### config.mk
export PLATFORM = sky130hd
export DESIGN_NAME = idu_issue
export DESIGN_NICKNAME = d
export VERILOG_FILES = /design/src/rtl/idu_pkg.sv /design/src/rtl/idu_decoder.sv /design/src/rtl/idu_issue.sv
export SDC_FILE = /design/constraint.sdc
export NUM_CORES = 1
export LEC_CHECK = 0
export ABC_AREA = 1
export ABC_CLOCK_PERIOD_IN_PS = 5800
export BUFFER_PORTS_ARGS = -buffer_cell sky130_fd_sc_hd__buf_2
export CORE_UTILIZATION = 30
export DETAILED_ROUTE_END_ITERATION = 8
export PLACE_DENSITY = 0.62
export REMOVE_ABC_BUFFERS = 1
export SYNTH_ARGS = -nofsm -noshare
export SYNTH_HDL_FRONTEND = slang
export SYNTH_HIERARCHICAL = 1
export SYNTH_SLANG_ARGS = --single-unit
### constraint.sdc
create_clock -name clk -period 5.8 [get_ports clk]
set_input_delay 0.29 -clock clk [delete_from_list [all_inputs] [get_ports clk]]
set_output_delay 0.29 -clock clk [all_outputs]
set_load 0.1 [all_outputs]
### src/rtl/idu_pkg.sv
// Shared decode constants, EXU_mode codes and the decoded-instruction record for the idu_issue slice.
package idu_pkg;

    localparam logic [6:0] OP_REG  = 7'b0110011;
    localparam logic [6:0] OP_IMM  = 7'b0010011;
    localparam logic [6:0] OP_LUI  = 7'b0110111;

    localparam logic [2:0] F3_ADD  = 3'b000;
    localparam logic [2:0] F3_SLT  = 3'b010;
    localparam logic [2:0] F3_SLTU = 3'b011;

    localparam logic [6:0] F7_ZERO = 7'b0000000;
    localparam logic [6:0] F7_SUB  = 7'b0100000;

    // bit0 imm select, bit1 subtract, bit2 unsigned compare, bit3 signed compare
    typedef enum logic [3:0] {
        MODE_ADD  = 4'b0000,
        MODE_ADDI = 4'b0001,
        MODE_SUB  = 4'b0010,
        MODE_SLTU = 4'b0100,
        MODE_SLT  = 4'b1000
    } exu_mode_e;

    typedef struct packed {
        logic [4:0]  rs1;
        logic [4:0]  rs2;
        logic [4:0]  rd;
        logic [31:0] imm;
        exu_mode_e   mode;
        logic        use_rs1;
        logic        use_rs2;
        logic        wen;
        logic        illegal;
    } dec_t;

endpackage

### src/rtl/idu_decoder.sv
// Combinational decoder for ADD/SUB/SLT/SLTU/ADDI/LUI; anything else comes back flagged illegal.
module idu_decoder
    import idu_pkg::*;
(
    input  logic [31:0] inst,
    output dec_t        dec
);

    logic [6:0] opcode;
    logic [2:0] funct3;
    logic [6:0] funct7;
    logic       legal;

    assign opcode = inst[6:0];
    assign funct3 = inst[14:12];
    assign funct7 = inst[31:25];

    // NOTE: every output gets a default at the top of the block so no path can infer a latch.
    always_comb begin
        dec     = '0;
        dec.rs1 = inst[19:15];
        dec.rs2 = inst[24:20];
        dec.rd  = inst[11:7];
        legal   = 1'b1;

        case (opcode)
            OP_REG: begin
                dec.use_rs1 = 1'b1;
                dec.use_rs2 = 1'b1;
                if      (funct3 == F3_ADD  && funct7 == F7_ZERO) dec.mode = MODE_ADD;
                else if (funct3 == F3_ADD  && funct7 == F7_SUB)  dec.mode = MODE_SUB;
                else if (funct3 == F3_SLTU && funct7 == F7_ZERO) dec.mode = MODE_SLTU;
                else if (funct3 == F3_SLT  && funct7 == F7_ZERO) dec.mode = MODE_SLT;
                else                                             legal    = 1'b0;
            end
            OP_IMM: begin
                if (funct3 == F3_ADD) begin
                    dec.use_rs1 = 1'b1;
                    dec.mode    = MODE_ADDI;
                    dec.imm     = {{20{inst[31]}}, inst[31:20]};
                end else begin
                    legal = 1'b0;
                end
            end
            OP_LUI: begin
                // LUI is issued as x0 + imm, so the rs1 port reads the zero register.
                dec.rs1     = 5'd0;
                dec.use_rs1 = 1'b1;
                dec.mode    = MODE_ADDI;
                dec.imm     = {inst[31:12], 12'b0};
            end
            default: legal = 1'b0;
        endcase

        if (!legal) begin
            dec.use_rs1 = 1'b0;
            dec.use_rs2 = 1'b0;
            dec.mode    = MODE_ADD;
            dec.imm     = '0;
        end
        dec.illegal = !legal;
        dec.wen     = legal && (dec.rd != 5'd0);
    end

endmodule

### src/rtl/idu_issue.sv
// Decode/issue stage: RAW scoreboard, fetch/EXU handshakes and one registered issue slot.
// Optional writeback bypass into the operand path is enabled by defining IDU_WB_BYPASS_EN.
module idu_issue
    import idu_pkg::*;
#(
    parameter int XLEN = 32,
    parameter int NREG = 32
) (
    input  logic            clk,
    input  logic            rst,
    input  logic            in_valid,
    output logic            in_ready,
    input  logic [31:0]     in_inst,
    input  logic [XLEN-1:0] in_pc,
    output logic [4:0]      gpr_raddr1,
    output logic [4:0]      gpr_raddr2,
    input  logic [XLEN-1:0] gpr_rdata1,
    input  logic [XLEN-1:0] gpr_rdata2,
    input  logic            wb_valid,
    input  logic [4:0]      wb_rd,
    input  logic [XLEN-1:0] wb_data,
    output logic            out_valid,
    input  logic            out_ready,
    output logic [XLEN-1:0] out_pc,
    output logic [XLEN-1:0] out_rdata1,
    output logic [XLEN-1:0] out_rdata2,
    output logic [XLEN-1:0] out_imm,
    output logic [3:0]      out_exu_mode,
    output logic [4:0]      out_rd,
    output logic            out_wen,
    output logic            out_illegal
);

    typedef struct packed {
        logic [XLEN-1:0] pc;
        logic [XLEN-1:0] rdata1;
        logic [XLEN-1:0] rdata2;
        logic [XLEN-1:0] imm;
        exu_mode_e       mode;
        logic [4:0]      rd;
        logic            wen;
        logic            illegal;
    } slot_t;

    dec_t            dec;
    slot_t           slot_q, slot_d;
    logic            out_valid_q, out_valid_d;
    logic [NREG-1:0] busy_q, busy_d;
    logic            use1, use2, byp1, byp2, stall, accept;

    idu_decoder u_decoder (
        .inst (in_inst),
        .dec  (dec)
    );

    assign gpr_raddr1 = dec.rs1;
    assign gpr_raddr2 = dec.rs2;

`ifdef IDU_WB_BYPASS_EN
    assign byp1 = use1 && wb_valid && (wb_rd == dec.rs1);
    assign byp2 = use2 && wb_valid && (wb_rd == dec.rs2);
`else
    logic unused_wb_data;
    assign unused_wb_data = ^wb_data;
    assign byp1 = 1'b0;
    assign byp2 = 1'b0;
`endif

    always_comb begin
        use1     = dec.use_rs1 && (dec.rs1 != 5'd0);
        use2     = dec.use_rs2 && (dec.rs2 != 5'd0);
        stall    = (use1 && busy_q[dec.rs1] && !byp1) || (use2 && busy_q[dec.rs2] && !byp2);
        in_ready = !rst && !stall && (!out_valid_q || out_ready);
        accept   = in_valid && in_ready;

        slot_d      = slot_q;
        out_valid_d = out_valid_q;
        if (accept) begin
            slot_d.pc      = in_pc;
            slot_d.rdata1  = byp1 ? wb_data : gpr_rdata1;
            slot_d.rdata2  = byp2 ? wb_data : gpr_rdata2;
            slot_d.imm     = dec.imm;
            slot_d.mode    = dec.mode;
            slot_d.rd      = dec.rd;
            slot_d.wen     = dec.wen;
            slot_d.illegal = dec.illegal;
            out_valid_d    = 1'b1;
        end else if (out_ready) begin
            out_valid_d = 1'b0;
        end

        // Set is applied after clear: the newly issued writer is younger than the retiring one.
        busy_d = busy_q;
        if (wb_valid)             busy_d[wb_rd]  = 1'b0;
        if (accept && dec.wen)    busy_d[dec.rd] = 1'b1;
        busy_d[0] = 1'b0;
    end

    // NOTE: state updates use non-blocking assignments so every flop samples pre-edge values.
    always_ff @(posedge clk or posedge rst) begin
        if (rst) begin
            out_valid_q <= 1'b0;
            slot_q      <= '0;
            busy_q      <= '0;
        end else begin
            out_valid_q <= out_valid_d;
            slot_q      <= slot_d;
            busy_q      <= busy_d;
        end
    end

    assign out_valid    = out_valid_q;
    assign out_pc       = slot_q.pc;
    assign out_rdata1   = slot_q.rdata1;
    assign out_rdata2   = slot_q.rdata2;
    assign out_imm      = slot_q.imm;
    assign out_exu_mode = slot_q.mode;
    assign out_rd       = slot_q.rd;
    assign out_wen      = slot_q.wen;
    assign out_illegal  = slot_q.illegal;

endmodule
## Yosys cells after proc, flatten, opt, wreduce, memory -nomap -nowiden

Cells that the tools add are included.

- Bits in registers: 171
- Output and inout bits: 151
- Logic and storage cells: 80

- Magnitude comparators: 6
- Equal/unequal tests: 6
- Multiplexer cells: 28
- Bitwise gates (word level): 3
- Reductions and logical operators: 27

Operators by type and width:

| cell | count |
|---|---|
| two-way mux 32 bit | 2 |
| one-hot mux 32 bit (2 select lines) | 1 |
| two-way mux 38 bit | 1 |
| two-way mux 37 bit | 1 |
| bitwise AND 32 bit | 1 |
| inverter 32 bit | 1 |
| bitwise OR 32 bit | 1 |
| less-than comparator 5 x 6 -> 1 bit (second input constant) | 4 |
| equality test 7 x 6 -> 1 bit (second input constant) | 3 |
| two-way mux 4 bit | 4 |
| logical AND 1 bit | 15 |
| one-hot mux 5 bit (3 select lines) | 1 |
| nonzero test 5 bit | 3 |
| two-way mux 1 bit | 12 |
| binary-select mux 1 bit (select 5 bit) | 2 |
| demux 1 bit (select 5 bit) | 2 |
| >= comparator 5 x 1 -> 1 bit (second input constant) | 2 |
| equality test 7 x 5 -> 1 bit (second input constant) | 1 |
| zero test 7 bit | 1 |
| equality test 3 x 2 -> 1 bit (second input constant) | 2 |
| two-way mux 5 bit | 1 |
| zero test 1 bit | 4 |
| zero test 3 bit | 1 |
| one-hot mux 1 bit (3 select lines) | 1 |
| other kinds (2) | 3 |

## Longest topological paths before layout

Gate-level depths: netlist of run 1.

- Depth in word-level cells: 17
- Depth in mapped cells: 20
- Gate-level depth less buffers: 16

## Hierarchy

Netlist of run 1, hierarchy kept.

By module, submodules not included:

| module | times used | cells an instance | area an instance (µm²) | seq. area each (µm²) |
|---|---|---|---|---|
| idu_issue | 1 | 966 | 7612.3 | 4279.1 |
| idu_decoder | 1 | 113 | 638.1 | 0.0 |

## Worst setup path after synthesis of run 1

OpenSTA, ideal clock, no wires.

- Path kind: input-to-output
- Start point: input in_inst[1]
- End point: output in_ready
- Data arrival time: 3.527 ns
- Required time: 5.510 ns
- Setup slack: 1.983 ns
- Stages on the path: 15
- Path through: nand2_1 > inv_1 > nand3b_2 > nor2_4 > nor2_1 > buf_4 > buf_4 > nand2_1 > nand3_1 > nand3_1 > nand3_1 > nand3_1 > nand3_1 > nand3_2 > inv_1

- Word-level cells in the longest chain between the ends: 9
- Elaborated cells on any way between the ends: 19
- Those cells by class: eq/ne: 3; mux: 7; reduce/logical: 9

RTL lines:

| element | line | source |
|---|---|---|
| start, declared | idu_issue.sv:13 | `input logic [31:0] in_inst,` |
| equality test 7 x 6 -> 1 bit * | idu_decoder.sv:26 | `case (opcode)` |
| two-way mux 5 bit * | idu_decoder.sv:26 |  |
| net gpr_raddr1[0] | idu_issue.sv:15 | `output logic [4:0] gpr_raddr1,` |
| binary-select mux 1 bit (select 5 bit) or nonzero test 5 bit (tied branches) | idu_issue.sv:72, idu_issue.sv:70 |  |
| two-way mux 1 bit (not written as such) or logical AND 1 bit (tied branches) | idu_issue.sv:72, idu_issue.sv:70 |  |
| logical AND 1 bit * | idu_issue.sv:72 | `stall = (use1 && busy_q[dec.rs1] && !byp1) \|\| (use2 && busy_q[dec.rs2] && !byp2);` |
| logical OR 1 bit * | idu_issue.sv:72 |  |
| zero test 1 bit * | idu_issue.sv:73 | `in_ready = !rst && !stall && (!out_valid_q \|\| out_ready);` |
| logical AND 1 bit * (2 in a row) | idu_issue.sv:73 |  |
| end, declared | idu_issue.sv:12 | `output logic in_ready,` |

The timed path passes the listed nets; every way through them passes the cells marked *. The select of a mux whose other input is x is not followed.

## Worst setup path after layout of run 1

- Start point: input in_inst[1]
- End point: output in_ready

- Word-level cells in the longest chain between the ends: 9
- Elaborated cells on any way between the ends: 19
- Those cells by class: eq/ne: 3; mux: 7; reduce/logical: 9

RTL lines:

| element | line |
|---|---|
| equality test 7 x 6 -> 1 bit or equality test 7 x 5 -> 1 bit (tied branches) | idu_decoder.sv:26 |
| two-way mux 5 bit, or another cell as far along | idu_decoder.sv:26 |
| binary-select mux 1 bit (select 5 bit), or another cell as far along | idu_issue.sv:72 |
| two-way mux 1 bit (not written as such), or another cell as far along | idu_issue.sv:72 |
| logical AND 1 bit | idu_issue.sv:72 |
| logical OR 1 bit * | idu_issue.sv:72 |
| zero test 1 bit * | idu_issue.sv:73 |
| logical AND 1 bit * (2 in a row) | idu_issue.sv:73 |

Mark *: on every way between the ends. The rest lies on a longest branch, timed or not. The select of a mux whose other input is x is not followed.

==> results.txt, run 1 <==
status = finished clean
Starting Density = 0.3061
CP arrival = 2.93 ns
core area = 26950 µm²
post-CTS setup buffers = 0
Post-DP HPWL = 16090 µm
placer congestion estimate = 0.8956
root buf cell = clkbuf_16
P&R area growth vs syn = 25.72%
Final Hold Viols = 0
Die ar. = 28170 µm²
die height = 167.8 µm
first-pass GRT wire length = 37710 µm
I/O Buffers = 288
CTS Buffer Depth = 2
Worst setup EP type = primary output
Yosys warning count = 6
WL/cell = 13.91 µm
Initial DRC Count = 514
Die Span X = 167.8 µm
crit path kind = in -> out
clk_lat worst skew = 0.43 ns
PwrDens = 371.8 nW/µm²
Worst Tran Pin Value = 0.9345 ns
Reg clk slew, reported paths = 0.08 ns
num rows = 60
Vias/cell = 4.582
VDD IR max = 190.7 µV
Placed Cells = 1657
Pre-antenna DRT Iters = 5
Min Hold Slack = 0.05224 ns
share of cells above drive strength 1 = 0.2669
RSZ-0062 raised after global routing = no
vias in the first global route = 7292
final non-filler cell total = 1690
Max-Cap Viols = 0
Layout Skew = 0.01456 ns
Final Net Count = 1506
Avg Cell Area, Syn = 7.646 µm²
Async SR Flop Fraction = 1.000
FF-to-FF setup slack = 3.43 ns
relative slew slack = 0.3770
met2 wire length = 10850 µm
Max Clk Rate = 310.6 MHz
post-detailed-route count of antenna-violating nets = 0
Sink Count = 171
fin. max-slew vios = 0
Yosys cell types = 28
Place WS = 2.221 ns
max layer used = met4
IO Count = 321
initial antenna violation count = 0
fin util = 0.3849
Post-Syn Area = 8250 µm²
Synth Instances = 1079
Top FF cell, synth = dfrtp_1
setup violators final = 0
worst hold path stage count = 3
Hold WC Path Type = in -> reg
total CTS buffers = 17
GRT Util Overall = 0.1665
Final min period = 3.220 ns
Tcrit/Tclk final = 0.5551
sequential area share after synthesis = 0.5187
ANT cells = 0
Reg2Reg Depth = 12
total grt overflow = 0
Vias = 7743
total wire length = 23510 µm
Yosys reg bits = 171
Leakage = 6.112 nW
total power = 3.857 mW
TritonCTS clock tree = yes
Met3 Routed Length = 1600 µm
Routed met1 length = 10830 µm
EDFF count, synth = 0
DRC = 0
Max H-tree Level = 4
largest net degree at the start of global routing = 146
Post-CTS Resized = 0
Worst Path Max Fanout = 11
Worst setup SP type = primary input
WP data required = 5.51 ns
final critical-path setup slack = 2.580 ns
==> sequential cells by signal, summed over array words and instances, names as in the netlist <==
signal        cells
busy_q           31
out_exu_mode      4
out_illegal       1
out_imm          32
out_pc           32
out_rd            5
out_rdata1       32
out_rdata2       32
out_valid         1
out_wen           1
==> cell usage in the layout, fill, tap and decap left out, types with 4 or more instances in the layout <==
master	Yosys	layout
clkbuf_16	0	17
inv_6	0	7
buf_4	34	6
inv_8	0	5
o21ai_2	16	16
dfrtp_1	171	171
o21ai_0	40	40
nand3_1	100	100
nand2_1	511	511
buf_2	14	288
a21oi_1	6	5
o211ai_1	4	4
inv_2	4	4
inv_1	78	77
nor2_1	68	68
==> critical path, stage by stage <==
cell	delay, ns
buf_2	0.09
nand2_1	0.06
inv_1	0.05
nand3b_2	0.09
nor2_4	0.07
nor2_1	0.64
inv_1	0.37
nand3_1	0.18
nand3_1	0.13
nand3_1	0.12
nand3_1	0.08
nand3_1	0.11
nand3_2	0.11
inv_1	0.10
buf_2	0.42
==> metrics by stage <==
step                      area [µm²]  setup TNS (ns)
after global placement          9791               0
after global routing           10370               0
after detailed placement        9791               0
after CTS                      10370               0
final                          10370               0
after floorplan                 7824         -170.92
==> power by group <==
group          leakage [nW]  switching (mW)  total (mW)  internal (mW)
logic                  3.60            1.16        1.35          0.191
clock network         0.282           0.563        1.14          0.576
registers              2.23          0.0580        1.37           1.31
==> path summary, 6_finish.rpt <==
check	from	to
max	in_inst[1]	in_ready
min	gpr_rdata2[26]	out_rdata2[26]
max reg2reg	busy_q[28]	out_pc[19]
min reg2reg	out_imm[23]	out_imm[23]
max in group asynchronous	rst	out_pc[15]
min in group asynchronous	rst	out_rdata1[14]
==> metal layers <==
metal,track usage,vias to the layer above
li1,-,3844
met1,0.2317,3584
met2,0.2605,292
met3,0.03738,23
met4,0.04388,0
met5,0,-
==> cell type report <==
type / count / area (µm²)
sequential: 171 / 4279
timing repair buffer: 297 / 1536
multi-input combinational: 766 / 3239
tap: 341 / 426.7
fill: 2848 / 16580
inverter: 83 / 319.1
clock buffer: 17 / 425.4
clock inverter: 15 / 146.4
==> synth_stat cells (3+ instances only) <==
master	instances	area share
a21oi_1	6	0.0036
nand2_1	511	0.23
nand3_1	100	0.061
o21ai_2	16	0.017
inv_2	4	0.0018
buf_2	14	0.0085
nand4_1	3	0.0023
buf_6	8	0.011
dfrtp_1	171	0.52
o21ai_0	40	0.024
buf_1	3	0.0014
nor2_1	68	0.031
inv_1	78	0.035
buf_4	34	0.031
o211ai_1	4	0.0036
nor3_1	3	0.0018
==> logic make-up (layout without fill, tap and decap cells) <==
kind of cell           after synthesis  in the layout  share of synthesized area
AND/OR/NAND/NOR                    697            697                     0.3409
AO/OA/AOI/OAI                       69             69                    0.05065
flip-flops                         171            171                     0.5187
buffers and inverters              142            412                    0.08978
==> timing repair <==
| action | in CTS | in global routing |
|---|---|---|
| endpoints found under the hold margin | 36 | 0 |
| setup endpoints to repair | 0 | 0 |
| hold buffers | 1 | 0 |
Note: power is estimated with default switching activity, not from simulation.
==> inputs of run 2 (changes only) <==
--- a/config.mk
+++ b/config.mk
@@ -5,12 +5,12 @@
 export SDC_FILE = /design/constraint.sdc
 export NUM_CORES = 1
 export LEC_CHECK = 0
-export ABC_AREA = 1
-export ABC_CLOCK_PERIOD_IN_PS = 5800
+export ABC_AREA = 0
+export ABC_CLOCK_PERIOD_IN_PS = 2950
 export BUFFER_PORTS_ARGS = -buffer_cell sky130_fd_sc_hd__buf_2
 export CORE_UTILIZATION = 30
 export DETAILED_ROUTE_END_ITERATION = 8
-export PLACE_DENSITY = 0.62
+export PLACE_DENSITY = 0.64
 export REMOVE_ABC_BUFFERS = 1
 export SYNTH_ARGS = -nofsm -noshare
 export SYNTH_HDL_FRONTEND = slang
==> constraint.sdc (replaced) <==
create_clock -name clk -period 2.95 [get_ports clk]
set_input_delay 0.1475 -clock clk [delete_from_list [all_inputs] [get_ports clk]]
set_output_delay 0.1475 -clock clk [all_outputs]
set_load 0.1 [all_outputs]
==> run 2 against run 1 <==
- via count fell by 19%
- clock-buffer cell count rose by 1
- utilization rose by 6.2 points
- clock skew rose by 0.0024 ns
- die area fell by 5.6%
- global-route usage fell by 0.14 points
- synthesized cell count fell by 46%
- highest routed layer unchanged
- final area rose by 9.0%
- flip-flop and latch count did not move
- clock power rose by 94%
- combinational power rose by 140%
- largest cell class unchanged
- wire length fell by 7.1%
==> results.txt, run 2 <==
Tcrit/Tclk final = 0.9513
total wire length = 21850 µm
Crit path depth = 14
Yosys top cell by area = dfrtp_1
Vias = 6239
crit path kind = in -> out
most common cell after layout, fill and taps aside = buf_2
Post-Syn Area = 7782 µm²
Reg2Reg Depth = 7
Worst Path Max Fanout = 29
root buf cell = clkbuf_16
Pre-antenna DRT Iters = 5
Worst Tran Pin Value = 0.7460 ns
Vias/cell = 4.727
IO Count = 321
Compound-Gate Fraction of Synth Area = 0.07781
cell family with most CP delay = simple AND/OR/NAND/NOR gates
Placed Area = 9697 µm²
FF-to-FF setup slack = 0.52 ns
sequential area share after synthesis = 0.5498
DRC = 0
RSZ-0062 raised after global routing = no
EDFF count, synth = 0
GRT Util Overall = 0.1651
vias in the first global route = 6454
post-detailed-route count of antenna-violating nets = 0
PwrDens = 732.0 nW/µm²
Power Internal = 4.410 mW
Yosys reg bits = 171
Simple-Gate Fraction of Synth Area = 0.08006
share of cells above drive strength 1 = 0.4323
worst reg2reg path endpoint = out_rdata2[15]
total grt overflow = 0
initial antenna violation count = 0
Max-Cap Viols = 0
CTS Buffer Depth = 2
Clock Power Share = 0.267
P&R area growth vs syn = 45.30%
Min Hold Slack = 0.05329 ns
Critical Path Source = in_inst[6]
commonest non-fill, non-tap cells in the layout = buf_2, dfrtp_1, mux2_1
total CTS buffers = 17
clk_lat worst skew = 0.42 ns
Critical path buffers and inverters = 6
main combinational cell family by area after synthesis = multiplexers
I/O Buffers = 288
crit-path cells = buf_2 -> nand4b_1 -> nor3_4 -> buf_6 -> buf_4 -> nor2b_2 -> mux4_2 -> mux2i_1 -> nor3_1 -> nor3_2 -> nand2_1 -> buf_12 -> inv_1 -> buf_12
Yosys cell types = 47
WP data required = 2.80 ns
CP arrival = 2.66 ns
main area contributors after synthesis = dfrtp_1, mux2_1, mux2_2, mux4_2, o21ai_0
Final min period = 2.806 ns
Hold WC Path Type = in -> reg
Sink Count = 171
placer congestion estimate = 0.8486
Reg-to-Reg Start = busy_q[27]
Die ar. = 26590 µm²
xor/xnor cell area share of the yosys netlist = 0
Top FF cell, synth = dfrtp_1
crit path capture = in_ready
count leader, synth = dfrtp_1
core area = 25330 µm²
Synth Area in Adders = 0
Final Hold Viols = 0
Worst setup SP type = primary input
Post-DP HPWL = 15090 µm
relative slew slack = 0.5027
Avg Cell Area, Syn = 13.42 µm²
first-pass GRT wire length = 34070 µm
Initial DRC Count = 323
Net Sw Frac = 0.4673
largest net degree at the start of global routing = 79
Starting Density = 0.3073
Max H-tree Level = 4
most frequent CP cell = buf_12
share of the synthesized area in the top cell type = 0.5498
TritonCTS clock tree = yes
Final Cell Area = 11310 µm²
status = finished clean
Logic pwr share = 0.398
P_sw = 3.868 mW
fin. max-slew vios = 0
slowest stage delay, CP = 0.30 ns
slowest CP cell = nor3_4
num rows = 58
Reg power frac = 0.334
Worst setup EP type = primary output
Die Span X = 163.1 µm
die height = 163.1 µm
WL/cell = 16.55 µm
Final Net Count = 1147
fin util = 0.4465
Yosys warning count = 6
setup violators final = 0
Async SR Flop Fraction = 1.000
total power = 8.278 mW
mux contribution to synthesized area = 0.2505
Max Clk Rate = 356.3 MHz
Layout Skew = 0.01697 ns
ANT cells = 0
Synth Instances = 580
synth cell count leaders = dfrtp_1, mux2_1, mux2_2, o21ai_0
Reg clk slew, reported paths = 0.07 ns
Leakage = 5.598 nW
VDD IR max = 489.3 µV
run 2: cell types whose count changed in the layout (fill, tap and decap cells not counted), moves of 13 or more:
cell / before / now
buf_4: 6 / 31
dlygate4sd3_1: 1 / 97
o31ai_1: 0 / 15
nor2_1: 68 / 12
nand3_1: 100 / 11
a21o_1: 0 / 19
mux2_1: 0 / 99
mux2_2: 0 / 43
and2_1: 0 / 13
nand2_1: 511 / 19
o21ai_2: 16 / 0
inv_1: 77 / 3
run 2: tightest hold or removal path: cells and delay by family:
kind,cells,cell delay (ns)
buf+inv,1,0.09
mux,1,0.11
compound gates,1,0.10
run 2: worst min path at each step:
stage / start / to / cells after the start
finish: in_inst[19] / out_imm[19] / 3
global route: in_inst[19] / out_imm[19] / 3
CTS: out_ready / out_valid / 3
detailed placement: gpr_rdata1[15] / out_rdata1[15] / 2
global placement: rst / out_imm[0] / 2
floorplan: in_inst[9] / busy_q[24] / 1
run 2: power by group through the flow:
stage | registers, mW | clock network [mW] | logic [mW]
4_1_cts | 2.76 | 2.30 | 3.30
3_3_place_gp | 2.79 | 0 | 3.18
2_1_floorplan | 4.88 | 0 | 0.481
5_1_grt | 2.81 | 2.38 | 3.40
3_5_place_dp | 2.80 | 0 | 3.20
6_report | 2.77 | 2.21 | 3.30
run 2: what timing repair did:
item,CTS,global route
setup endpoints to repair,1,1
resized for setup,3,8
pin swaps,0,2
hold buffers,97,0
endpoints found under the hold margin,171,0
setup buffers,0,1
run 2: per-stage QoR:
step,setup WS [ns],TNS [ns],instances
floorplan,-5.966,-1207.70,536
global placement,-0.2404,-31.73,1190
detailed placement,-0.3045,-39.25,1190
CTS,0.04587,0,1319
global route,0.007567,0,1320
finish,0.1436,0,1320
run 2: layer usage:
metal	GRT usage	vias to the layer above	wire, µm
li1	-	2911	-
met5	0	-	0
met3	0.04292	38	1467
met1	0.2052	3027	9160
met4	0.05735	0	512
met2	0.2766	263	10710
run 2: layout make-up:
type,count,area (µm²)
Inverter,4,20.02
Tap cell,330,412.9
Timing Repair Buffer,422,2771
Sequential cell,171,4279
Clock inverter,14,152.6
Multi-Input combinational cell,361,3233
Fill cell,2313,14020
Clock buffer,18,439.2
run 2: logic make-up (layout without fill, tap and decap cells):
family / after synthesis / after routing
flip-flops: 171 / 171
buffers and inverters: 48 / 458
multiplexers: 162 / 162
AND/OR/NAND/NOR: 107 / 107
AO/OA/AOI/OAI: 92 / 92
==> inputs of run 3 (changes only) <==
--- a/config.mk
+++ b/config.mk
@@ -8,9 +8,11 @@
 export ABC_AREA = 0
 export ABC_CLOCK_PERIOD_IN_PS = 2950
 export BUFFER_PORTS_ARGS = -buffer_cell sky130_fd_sc_hd__buf_2
-export CORE_UTILIZATION = 30
+export CELL_PAD_IN_SITES_DETAIL_PLACEMENT = 0
+export CELL_PAD_IN_SITES_GLOBAL_PLACEMENT = 1
+export CORE_UTILIZATION = 34
 export DETAILED_ROUTE_END_ITERATION = 8
-export PLACE_DENSITY = 0.64
+export PLACE_DENSITY = 0.85
 export REMOVE_ABC_BUFFERS = 1
 export SYNTH_ARGS = -nofsm -noshare
 export SYNTH_HDL_FRONTEND = slang
==> run 3 against run 2 <==
- die area shrank 12%
- critical path depth increased by 1
- register-to-register slack improved by 0.03 ns
- non-clock buffer count shrank 3
- clock power about the same
- final cell count fell by 4.0%
- final area shrank 0.94%
- total power increased by 0.49%
- clock-buffer cell count down 1
- clock skew fell by 0.0055 ns
- critical path type unchanged
- first-iteration DRC count rose by 20%
- utilization increased by 5.9 points
- largest power group unchanged
==> results.txt, run 3 (synthesized netlist as in run 2, its figures left out) <==
status = finished clean
Final min period = 2.785 ns
setup TNS = 0 ns
met1 usage = 0.2417
Hold WC Path Type = in -> reg
GRT Util Overall = 0.1978
crit path kind = in -> out
clk_lat worst skew = 0.43 ns
CP arrival = 2.64 ns
placer congestion estimate = 0.8167
commonest non-fill, non-tap cells in the layout = buf_2, dfrtp_1, mux2_1
total wire length = 22780 µm
Hold Path Sink = out_rd[1]
root buf cell = clkbuf_16
Starting Density = 0.3512
Worst setup SP type = primary input
Reg-to-Reg Start = busy_q[11]
final critical-path setup slack = 0.1650 ns
total CTS buffers = 17
P&R area growth vs syn = 43.94%
Worst Path Max Fanout = 24
PwrDens = 742.5 nW/µm²
I/O Buffers = 288
ANT cells = 0
filler cell count = 1902
Reg2Reg Depth = 7
Clock Power Share = 0.268
Min Hold Slack = 0.03168 ns
initial antenna violation count = 1
Layout Skew = 0.01150 ns
P_sw = 3.921 mW
Initial DRC Count = 386
Reg clk slew, reported paths = 0.08 ns
fin util = 0.5055
met2 Use GR = 0.3405
Sink Count = 171
Final Net Count = 1144
Max-Cap Viols = 0
Die Span X = 153.3 µm
num rows = 54
Leakage = 5.563 nW
Die ar. = 23500 µm²
DRC = 0
share of cells above drive strength 1 = 0.4265
Power Internal = 4.396 mW
vias in the first global route = 6781
Max Clk Rate = 359.1 MHz
CTS Buffer Depth = 2
WP data required = 2.80 ns
global routing's busiest layer = met2
Tcrit/Tclk final = 0.9441
die height = 153.3 µm
met3 usage = 0.04338
Place WS = -0.1412 ns
Placed Cells = 1137
FF-to-FF setup slack = 0.55 ns
Reg power frac = 0.333
total grt overflow = 0
Vias/cell = 5.064
worst hold path stage count = 2
Reg area = 4279 µm²
final non-filler cell total = 1267
post-detailed-route count of antenna-violating nets = 0
Max H-tree Level = 4
Final Hold Viols = 0
VDD IR max = 484.8 µV
Net Sw Frac = 0.4714
fin. max-slew vios = 0
TritonCTS clock tree = yes
core area = 22160 µm²
area of the multi-input gates = 3199 µm²
IO Count = 321
Post-DP HPWL = 15590 µm
Worst Tran Pin Value = 0.5300 ns
WL/cell = 17.98 µm
Logic pwr share = 0.399
Min-Delay Startpoint = in_inst[8]
relative slew slack = 0.6467
Worst setup EP type = primary output
worst reg2reg path endpoint = out_pc[28]
largest net degree at the start of global routing = 89
Vias = 6416
Pre-antenna DRT Iters = 5
first-pass GRT wire length = 36220 µm
setup violators final = 0
RSZ-0062 raised after global routing = no
most common cell after layout, fill and taps aside = buf_2
-- run 3: cell types whose count changed in the layout (fill, tap and decap cells not counted), sizes merged --
cell	previous run	this run
clkbuf	18	17
buf	325	322
inv	10	11
-- run 3: worst max path at each step --
stage                           from               to  slack (ns)  depth (start not counted)
after detailed placement  in_inst[1]   out_rdata1[26]       -0.14                         12
final                     in_inst[6]         in_ready        0.16                         15
after global routing      in_inst[5]         in_ready        0.03                         14
after global placement    in_inst[0]    out_rdata2[2]       -0.09                         12
after CTS                 in_inst[6]         in_ready        0.05                         15
after floorplan           in_inst[6]  out_exu_mode[3]       -5.97                          9
-- run 3: power groups by stage --
stage                     registers (mW)  clock network, mW  logic (mW)
final                               2.77               2.23        3.32
after global routing                2.81               2.39        3.41
after CTS                           2.77               2.30        3.32
after detailed placement            2.81                  0        3.21
after global placement              2.80                  0        3.19
after floorplan                     4.88                  0       0.481
-- run 3: layout make-up --
class / count / share of cell area
tap: 280 / 0.03127
timing repair buffer: 419 / 0.2462
multi-input combinational: 361 / 0.2856
inverter: 4 / 0.001787
clock buffer: 17 / 0.03798
clock inverter: 15 / 0.01519
sequential: 171 / 0.3820
-- run 3: repair_timing --
item | 4_1_cts | 5_1_grt
hold buffers | 97 | 0
buffers inserted | 0 | 1
pin swaps | 0 | 1
hold endpoints to repair | 136 | 0
endpoints found under the setup margin | 1 | 1
gates resized for setup | 1 | 1
gates cloned | 0 | 0
-- run 3: metrics by stage --
| stage | instance area (µm²) | power, mW |
|---|---|---|
| floorplan | 7472 | 5.364 |
| global placement | 9624 | 5.982 |
| detailed placement | 9624 | 6.024 |
| CTS | 11190 | 8.388 |
| global route | 11200 | 8.610 |
| finish | 11200 | 8.318 |
-- run 3: metal layers --
metal	up-vias	part of all wire
met2	272	0.51
met5	-	0
li1	2905	-
met3	36	0.056
met1	3203	0.42
met4	0	0.023
-- run 3: critical path, cell delays in order --
cell,delay (ns)
buf_2,0.10
nand4b_1,0.20
nor3_2,0.21
buf_4,0.17
nor2b_1,0.05
buf_4,0.16
buf_4,0.14
mux4_2,0.40
mux2i_1,0.15
nor3_1,0.08
nor3_2,0.22
nand2_1,0.11
buf_12,0.20
inv_1,0.10
buf_12,0.18
